## src/rtl/fir_sample_reader_if.sv

```systemverilog
// rtl/fir_sample_reader_if.sv - sample-in / sample-out handshake bundle for fir_sample_reader
interface fir_sample_reader_if #(
    parameter int DATA_W = 16
);
    logic [DATA_W-1:0] in_data;
    logic              in_valid;
    logic [DATA_W-1:0] out_data;
    logic              out_valid;
    logic              out_ready;

    modport master (
        output in_data,
        output in_valid,
        output out_ready,
        input  out_data,
        input  out_valid
    );

    modport slave (
        input  in_data,
        input  in_valid,
        input  out_ready,
        output out_data,
        output out_valid
    );
endinterface

```

## src/rtl/fir_sample_reader.sv

```systemverilog
// rtl/fir_sample_reader.sv - FWFT sample FIFO after the FIR with count/peak/overflow statistics
module fir_sample_reader #(
    parameter int DATA_W = 16,
    parameter int DEPTH  = 8
) (
    input  logic                     clk,
    input  logic                     reset,
    input  logic                     low_power_mode,
    input  logic                     clear_stats,
    fir_sample_reader_if.slave       bus,
    output logic [$clog2(DEPTH):0]   level,
    output logic                     overflow,
    output logic [DATA_W-1:0]        peak_abs,
    output logic [15:0]              sample_count
);
    localparam int PTR_W = $clog2(DEPTH);
    localparam logic [PTR_W:0]    FULL_LVL = (PTR_W+1)'(DEPTH);
    localparam logic [DATA_W-1:0] MIN_VAL  = {1'b1, {(DATA_W-1){1'b0}}};
    localparam logic [DATA_W-1:0] MAX_VAL  = {1'b0, {(DATA_W-1){1'b1}}};

    logic [DATA_W-1:0] mem [DEPTH];
    logic [PTR_W-1:0]  rd_ptr;
    logic [PTR_W-1:0]  wr_ptr;
    logic [DATA_W-1:0] last_data;
    logic [DATA_W-1:0] abs_x;
    logic              empty;
    logic              full;
    logic              pop;
    logic              push_req;
    logic              accept;
    logic              drop;

    assign empty    = (level == '0);
    assign full     = (level == FULL_LVL);
    assign pop      = bus.out_valid & bus.out_ready;
    assign push_req = bus.in_valid & ~low_power_mode;
    // A pop on the same edge frees the slot, so a full FIFO can still accept.
    assign accept   = push_req & (~full | pop);
    assign drop     = push_req & full & ~pop;

    assign bus.out_valid = ~empty;
    // When empty, keep showing the last popped sample rather than a stale slot.
    assign bus.out_data  = empty ? last_data : mem[rd_ptr];

    always_comb begin
        abs_x = bus.in_data;
        if (bus.in_data[DATA_W-1]) begin
            abs_x = (bus.in_data == MIN_VAL) ? MAX_VAL : (~bus.in_data + DATA_W'(1));
        end
    end

    always_ff @(posedge clk) begin
        if (accept) begin
            mem[wr_ptr] <= bus.in_data;
        end
    end

    always_ff @(posedge clk or negedge reset) begin
        if (!reset) begin
            rd_ptr    <= '0;
            wr_ptr    <= '0;
            level     <= '0;
            last_data <= '0;
        end else begin
            if (accept) begin
                wr_ptr <= wr_ptr + PTR_W'(1);
            end
            if (pop) begin
                rd_ptr    <= rd_ptr + PTR_W'(1);
                last_data <= mem[rd_ptr];
            end
            case ({accept, pop})
                2'b10:   level <= level + (PTR_W+1)'(1);
                2'b01:   level <= level - (PTR_W+1)'(1);
                default: level <= level;
            endcase
        end
    end

    always_ff @(posedge clk or negedge reset) begin
        if (!reset) begin
            overflow     <= 1'b0;
            peak_abs     <= '0;
            sample_count <= '0;
        end else if (clear_stats) begin
            // Statistics restart from a sample accepted in the clearing cycle.
            overflow     <= 1'b0;
            peak_abs     <= accept ? abs_x : '0;
            sample_count <= accept ? 16'd1 : 16'd0;
        end else begin
            if (drop) begin
                overflow <= 1'b1;
            end
            if (accept) begin
                sample_count <= sample_count + 16'd1;
                if (abs_x > peak_abs) begin
                    peak_abs <= abs_x;
                end
            end
        end
    end
endmodule

```

## src/flat_wrapper.sv

```systemverilog
// flat-port wrapper written by rule: the top's interface ports become plain ports
module fir_sample_reader_flat 
#(
    parameter int DATA_W = 16,
    parameter int DEPTH  = 8
)
  (clk, reset, low_power_mode, clear_stats, level, overflow, peak_abs, sample_count, bus_in_data, bus_in_valid, bus_out_ready, bus_out_data, bus_out_valid);
  fir_sample_reader_if #(.DATA_W(DATA_W)) bus_i ();
  input  logic clk;
  input  logic reset;
  input  logic low_power_mode;
  input  logic clear_stats;
  output logic [$clog2(DEPTH):0] level;
  output logic overflow;
  output logic [DATA_W-1:0] peak_abs;
  output logic [15:0] sample_count;
  input wire logic [$bits(bus_i.in_data)-1:0] bus_in_data;
  input wire logic [$bits(bus_i.in_valid)-1:0] bus_in_valid;
  input wire logic [$bits(bus_i.out_ready)-1:0] bus_out_ready;
  output wire logic [$bits(bus_i.out_data)-1:0] bus_out_data;
  output wire logic [$bits(bus_i.out_valid)-1:0] bus_out_valid;
  assign bus_i.in_data = bus_in_data;
  assign bus_i.in_valid = bus_in_valid;
  assign bus_i.out_ready = bus_out_ready;
  assign bus_out_data = bus_i.out_data;
  assign bus_out_valid = bus_i.out_valid;
  fir_sample_reader #(.DATA_W(DATA_W), .DEPTH(DEPTH)) u_core (.clk(clk), .reset(reset), .low_power_mode(low_power_mode), .clear_stats(clear_stats), .bus(bus_i), .level(level), .overflow(overflow), .peak_abs(peak_abs), .sample_count(sample_count));
endmodule
```

## config.mk

```make
export PLATFORM = sky130hd
export DESIGN_NAME = fir_sample_reader_flat
export DESIGN_NICKNAME = d
export VERILOG_FILES = /design/src/rtl/fir_sample_reader_if.sv /design/src/rtl/fir_sample_reader.sv /design/src/flat_wrapper.sv
export SDC_FILE = /design/constraint.sdc
export NUM_CORES = 1
export LEC_CHECK = 0
export ABC_AREA = 1
export CAP_MARGIN = 40
export CORE_MARGIN = 1.5
export CORE_UTILIZATION = 30
export CTS_BUF_LIST = sky130_fd_sc_hd__clkbuf_16
export DETAILED_ROUTE_END_ITERATION = 16
export GPL_TIMING_DRIVEN = 0
export PLACE_DENSITY = 0.56
export SLEW_MARGIN = 10
export SYNTH_ARGS = -nofsm -noshare
export SYNTH_HDL_FRONTEND = slang
export SYNTH_SLANG_ARGS = --single-unit
```

## constraint.sdc

```tcl
create_clock -name clk -period 2.25 [get_ports clk]
set_input_delay 0.675 -clock clk [delete_from_list [all_inputs] [get_ports clk]]
set_output_delay 0.675 -clock clk [all_outputs]
set_load 0.01 [all_outputs]
```

==> run summary, run 1 <==
The number of buffers between clock root and the deepest sink is 2. The clock tree root driver cell is clkbuf_16. The signal on the critical path passes through buf_12 -> buf_8 -> buf_8 -> o21ai_2 -> o22ai_2 -> o22ai_2 -> o21ai_1 -> buf_2. The total number of nets in the final design is 1,058. The transition at the pin with the smallest max-transition slack is around 360 ps. The via count came out at 6,771. From left edge to right edge, the die measures 176 µm. After detailed routing, the average wire length per cell comes to 16.8 µm. The total placed instance area is approximately 10,000 µm². The worst relative slew slack is 0.761. The count of maximum capacitance violations is 0. During placement, the flow inserted port buffers numbering 74. The total detailed-routing wirelength is approximately 24 mm. The final setup violation count is 32. The worst setup margin is -428 ps. Among all stages on the critical path, the largest delay is contributed by dfrtp_2.

In the synthesized netlist the dominant register cell turns out to be edfxtp_1. At the end of the flow the core is filled with cells to 0.418. The final RePlAce weighted congestion is between 0.8 and 0.9. Timing would allow up to roughly 0.37 GHz. Of the cells placed in the final design, the portion with a size suffix greater than 1 is 0.328. The number of antenna violations at the first check in global routing is 0. The category of cells accounting for the largest share of critical-path delay is buffers and inverters.

The worst-case vdd ir drop is roughly 0.53 mV. Counting flops with a built-in enable in the synthesized netlist gives 128. The biggest area contributor in the post-synthesis netlist is edfxtp_1. The yosys synthesis warning count came out at 0. The critical-path maximum fanout is 6. The final reports fail on setup timing. Counting the buffers created by CTS gives 17.

The total congestion overflow came out at 0. Of the post-synthesis cell area, the dominant cell type holds 0.428. STA classifies the critical path endpoint as an output pin. The clock latency of the later-clocked register in the worst-skew pair is 440 ps. The critical path is of the register to output pin type. The worst setup slack before clock tree synthesis is -1690 ps.

The maximum number of pins on one net before global-route repair came out at 47. The commonest cells after synthesis are 145 x nand2_1, 128 x edfxtp_1, 100 x nor2_1, 68 x inv_1, 59 x dfrtp_1. The synthesized area per cell came out at roughly 10 µm². By instance count, the leading cell after synthesis is nand2_1. The die is 176 µm tall.

The detailed router finished its first iteration with 397 violations. The number of failing hold endpoints at the final stage is 0. The wire length of the first global-routing pass is 36.5 mm. In the routed design, unresolved DRC markers number 0. The number of distinct library cell variants in the gate-level netlist after synthesis came out at 47. The run finished, with violations left. The number of levels in the clock H-tree is 4. For the worst setup path, the data arrival time is 2000 ps. The final critical-path share of the clock period is 1.19.

The repair_antennas step left the layout with diodes totalling 0. Counting both buffers and inverters, the worst setup path holds a total of 4. For this design the static power due to leakage is roughly 4.8 nW.

The initial standard-cell utilization of the core came out at 0.304. The final design instance area without fill is 12,300 µm². The time the worst path needs with I/O delays and setup is 2680 ps. The delay of the slowest cell on the worst path is between 400 and 500 ps. The area overhead of the layout relative to synthesis is 37.5%.

The number of global-route vias before repair came to 6,737. The standard cell core area came out at 29,600 µm². The count of pins on the block boundary came out at 76. Setup repair after global routing could not meet its margin everywhere. Before antenna repair, the detailed router went through 5 iterations.

After legalization and detailed placement, the total HPWL measured 15.6 mm. The number of rows created at floorplan is 63. The data required time of the worst path is between 1500 and 2000 ps. The vias per cell is approximately 4.8.

The power per cell area is 1100 nW/µm². The worst hold path belongs to the class primary input to asynchronous set/reset pin. Yosys attributes the largest share of cell area to edfxtp_1 43%, dfrtp_1 16%, nand2_1 6.1%. The total die area came out at 31,000 µm².

The overall fraction of global-route tracks in use is 0.154. The setup skew after layout is 20.5 ps. The sequential fraction of the synthesis area is 0.592. In this run, synthesis produced a sequential element count of 187. The detail route stage leaves a number of antenna-violating nets equal to 0. Hold timing on the final database bottoms out at a slack of 75.5 ps. After clock tree synthesis, the clock-pin slew on the worst setup and hold paths is approximately 90 ps. The number of pins exceeding their max-slew limit in the final report came out at 0. The cell count after synthesis came out at 864. The area of the mapped netlist came out at 8980 µm².

The clock net sink count came out at 187. The total of hold buffers inserted after clock tree synthesis came out at 0. The total nets after synthesis came out at 910.

The TritonCTS clock tree is built. STA classifies the critical path startpoint as a register. The share of synthesized flip-flops with an asynchronous set or reset is 0.316.
## registers in the layout, summed over array words and instances, names as in the netlist
signal	cells
u_core.level	4
u_core.last_data	16
u_core.sample_count	16
u_core.peak_abs	16
u_core.rd_ptr	3
u_core.mem	128
u_core.overflow	1
u_core.wr_ptr	3
## cells in the final DEF, fill, tap and decap left out, drive strengths merged
cell type      Yosys  routed
nor3              10      10
clkinv             1       8
nor4               1       1
inv               75      80
xor2               9       9
o21a               1       1
nor2             108     108
nand2            160     160
or2                2       2
o211ai             1       1
o21ai             96      96
a31oi              1       1
clkinvlp           0       2
nand4             14      14
mux2i             32      32
dfrtp             59      59
clkbuf             9      33
nand3b             2       2
a21oi             19      19
a211oi             2       2
edfxtp           128     128
clkdlybuf4s50      0      37
xnor2              2       2
nand3             44      44
bufinv             0       1
buf               26     107
a2111oi            1       1
o22ai             32      32
ha                23      23
o31ai              1       1
fa                 1       1
a31o               3       3
dlygate4sd2        0       4
a21o               1       1
## power breakdown
part / switching (mW) / leakage, nW / internal (mW)
logic: 3.20 / 2.60 / 2.74
clock network: 1.55 / 0.305 / 1.64
registers: 0.291 / 1.91 / 4.14
total: 5.04 / 4.82 / 8.51
## metal layers
| layer | share of wire | GRT usage | vias to the layer above |
|---|---|---|---|
| li1 | - | - | 3306 |
| met2 | 0.49 | 0.265 | 160 |
| met4 | 0.0041 | 0.0274 | 0 |
| met5 | 0 | 0 | - |
| met3 | 0.045 | 0.0329 | 8 |
| met1 | 0.46 | 0.201 | 3297 |
## final timing paths
kind / start / to / slack [ps] / cells past startpoint
worst max-delay path: u_core.rd_ptr[0] / bus_out_data[8] / -430 / 8
worst min-delay path: reset / u_core.last_data[14] / 80 / 1
min in group clk: bus_in_data[4] / u_core.mem[4][4] / 490 / 1
max in group asynchronous: reset / u_core.sample_count[11] / 1620 / 2
worst max register to register: u_core.level[1] / u_core.level[3] / 110 / 13
worst min register to register: u_core.last_data[2] / u_core.last_data[2] / 490 / 2
## cells by family after synthesis
family	count (synthesis)	share of synthesized area
AND/OR/NAND/NOR	341	0.176
buffers and inverters	111	0.0548
multiplexers	32	0.0357
flip-flops	187	0.592
adder cells (fa/ha/maj)	24	0.0343
AO/OA/AOI/OAI	158	0.0960
XOR/XNOR	11	0.0107
## area by class of cell
type                       instances  area [µm²]
fill                            2777       17200
sequential                       187        5330
multi-input combinational        566        3920
timing repair buffer             129        1270
tap                              390         488
clock buffer                      17         425
buffer                            35         367
inverter                          76         342
clock inverter                    15         209
## through the flow
stage | std cells | power (mW) | TNS, ps
floorplan | 864 | 7.11 | -5360
global placement | 1328 | 8.82 | -246750
detailed placement | 1334 | 8.90 | -108410
CTS | 1400 | 13.2 | -12650
global route | 1415 | 14.3 | -15510
finish | 1415 | 13.6 | -12430
## what timing repair did
item	4_1_cts	5_1_grt
endpoints found under the setup margin	128	35
gates resized for setup	339	92
gates cloned	4	2
buffers inserted	30	14
pin swaps	63	52
Power figures use the tool's default switching activity.
==> run 2, diff against run 1 <==
- GPL_TIMING_DRIVEN: 0 -> 1
- RECOVER_POWER: unset -> 50
==> run summary, run 2 (synthesized netlist as in run 1, its figures left out) <==
The number of antenna diodes is 0 (unchanged). The final routed DRC violation total is 0 (unchanged). The count of pins on the block boundary is 76 (unchanged).

The kind of end point of the critical path is an output pin. The register with the most flip-flops in the final layout is u_core.mem. The worst setup margin came out at -495 ps (-67.5 ps). The highest clock frequency the design can meet was 0.364 GHz (-2.5%). The total of hold buffers inserted after clock tree synthesis came out at 0 (unchanged). The number of pins exceeding their max-slew limit in the final report came to 0 (unchanged).

The multi-input logic area came to 3780 µm² (-3.7%). The count of nets left with antenna violations after detail routing was 0 (unchanged). The fraction of layout instances using a drive strength above 1 was 0.331 (+0.00280). The flop-to-flop setup slack is 110 ps (about the same). The total placed instance area came out at 11,200 µm² (+7.7%).

The power per cell area is 1070 nW/µm² (-2.1%). The post-route setup TNS is -13,420 ps (-986 ps). In this run the critical register-to-register path is launched from u_core.level[1]. The setup skew after layout is 18.3 ps (-2.16 ps).

The final reports fail on setup timing. The number of buffers created by CTS is 17 (unchanged). The clock edge transition at the registers on the reported setup and hold paths is 80 ps (about the same). The final design instance area without fill is 12,700 µm² (+2.5%).

The worst setup path is of the register to output pin kind. The TritonCTS clock tree is built. The die height came to 176 µm (unchanged). The leakage power summed over all cells came out at 4.99 nW (+3.5%). The standard cell core area came out at 29,600 µm² (unchanged). The logic depth of the worst register-to-register path is 14 (+1). The detailed placer's ending HPWL was 15.3 mm (-2.3%).

The worst register-to-register path ends at u_core.level[3]. The total number of nets in the final design is 1,131 (+6.9%). The total detailed-routing wirelength came out at 24.7 mm (+3.5%).

The final core area utilization is 0.428 (+0.0106). The transition at the pin with the smallest max-transition slack is 894 ps (+538 ps). The run finished, with violations left. The clock net sink count was 187 (unchanged). The final setup violation count was 32 (unchanged).

The post-route non-filler standard cell count is 1,488 (+5.2%). The final RePlAce weighted congestion is 0.820 (about the same). The kind of path behind the tightest hold check is primary input to asynchronous set/reset pin.

The arrival time at the worst endpoint came out at 2070 ps (+70 ps). The wire length of the first global-routing pass came out at 38.4 mm (+5.1%). The maximum number of pins on one net before global-route repair is 35 (-26%). The clock latency of the later-clocked register in the worst-skew pair came out at 440 ps (about the same).

The critical-path maximum fanout came out at 6 (unchanged). The number of iterations in the first detailed-routing pass was 5 (unchanged). The vias per cell was 4.71 (-1.7%). Leaving out fill and tap cells, the most frequent cell in the layout is edfxtp_1. The count of maximum capacitance violations is 0 (unchanged). The area overhead of the layout relative to synthesis came out at 41.0%.

The top cell types in the final layout, fill and taps aside, are 128 x edfxtp_1, 123 x nand2_1, 108 x buf_4. The count of buffers from port buffering came out at 75 (+1.4%). The worst-case vdd ir drop is 0.515 mV (-2.6%). The instance count after placement with tap cells included came out at 1,414 (+6.0%). The number of global-route vias before repair is 6,878 (+2.1%). Setup repair after global routing could not meet its margin everywhere. The number of failing hold endpoints at the final stage came out at 0 (unchanged).

The number of flip-flops in the largest register came to 128 (unchanged). The total die area came out at 31,000 µm² (unchanged). The via count came out at 7,002 (+3.4%). The worst relative slew slack is 0.404 (-0.357). The overall fraction of global-route tracks in use is 0.161 (+0.00693). The total of fill cells in the finished design is 2,803 (+0.94%). The time the worst path needs with I/O delays and setup was 2750 ps (+67.5 ps).

The sequential cell area in the final layout came out at 5330 µm² (unchanged). The total congestion overflow is 0 (unchanged). The number of design-rule violations left by the first detailed-router iteration came out at 435 (+9.6%).

The number of antenna violations at the first check in global routing is 0 (unchanged). The final critical-path share of the clock period came out at 1.22 (+0.0300). The width of the die is 176 µm (unchanged). The worst hold slack came out at 268 ps (+192 ps). The initial standard-cell utilization of the core came to 0.304 (unchanged). The number of levels in the clock H-tree came out at 4 (unchanged). The sort of element at the start of the critical path is a register. The number of buffers between clock root and the deepest sink is 2 (unchanged). The wire length per cell was 16.6 µm (-1.5%). The data required time of the worst path came out at 1570 ps (about the same). The clock tree root driver cell is clkbuf_16. The number of rows created at floorplan came to 63 (unchanged).
run 2: cell type report:
cell class	instances	area share
sequential	187	0.421
inverter	76	0.0254
timing repair buffer	236	0.166
multi-input combinational	567	0.299
clock buffer	17	0.0336
tap	390	0.0385
clock inverter	15	0.0178
run 2: per-stage QoR:
| step | setup slack, ps | total power, mW |
|---|---|---|
| 4_1_cts | -475 | 13.5 |
| 2_1_floorplan | -378 | 7.11 |
| 3_5_place_dp | -1250 | 9.39 |
| 5_1_grt | -623 | 14.4 |
| 6_report | -495 | 13.6 |
| 3_3_place_gp | -1200 | 9.33 |
run 2: worst max path at each step:
stage	startpoint	end	slack [ps]	cells past startpoint
global route	bus_in_data[14]	u_core.peak_abs[7]	-620	19
CTS	u_core.rd_ptr[0]	bus_out_data[6]	-470	8
finish	u_core.rd_ptr[0]	bus_out_data[6]	-500	8
detailed placement	bus_in_data[4]	u_core.peak_abs[7]	-1250	16
floorplan	bus_in_data[0]	u_core.peak_abs[5]	-380	20
global placement	bus_in_data[7]	u_core.peak_abs[6]	-1200	18
run 2: routing by layer:
metal | vias to the layer above | GRT usage | share of wire
li1 | 3447 | - | -
met1 | 3401 | 0.218 | 0.47
met2 | 140 | 0.271 | 0.48
met3 | 14 | 0.0282 | 0.034
met4 | 0 | 0.0310 | 0.0068
met5 | - | 0 | 0
run 2: repair_timing:
item / CTS / global route
buffers inserted: 26 / 12
cloned: 8 / 1
pin swaps: 58 / 39
setup endpoints to repair: 35 / 35
resized for setup: 209 / 97
run 2: worst max-delay path, stage by stage, from the launching register on:
cell and delay [ps]:
dfrtp_2 540, buf_6 180, buf_16 140, mux2i_1 190, o22ai_1 90, o22ai_1 130
buf_4 160, o21ai_2 50, buf_2 130
run 2: where the power goes:
| part | switching, mW | total, mW | internal, mW |
|---|---|---|---|
| clock network | 1.68 | 3.27 | 1.59 |
| logic | 3.06 | 5.91 | 2.86 |
| registers | 0.283 | 4.42 | 4.14 |
| total | 5.02 | 13.6 | 8.59 |
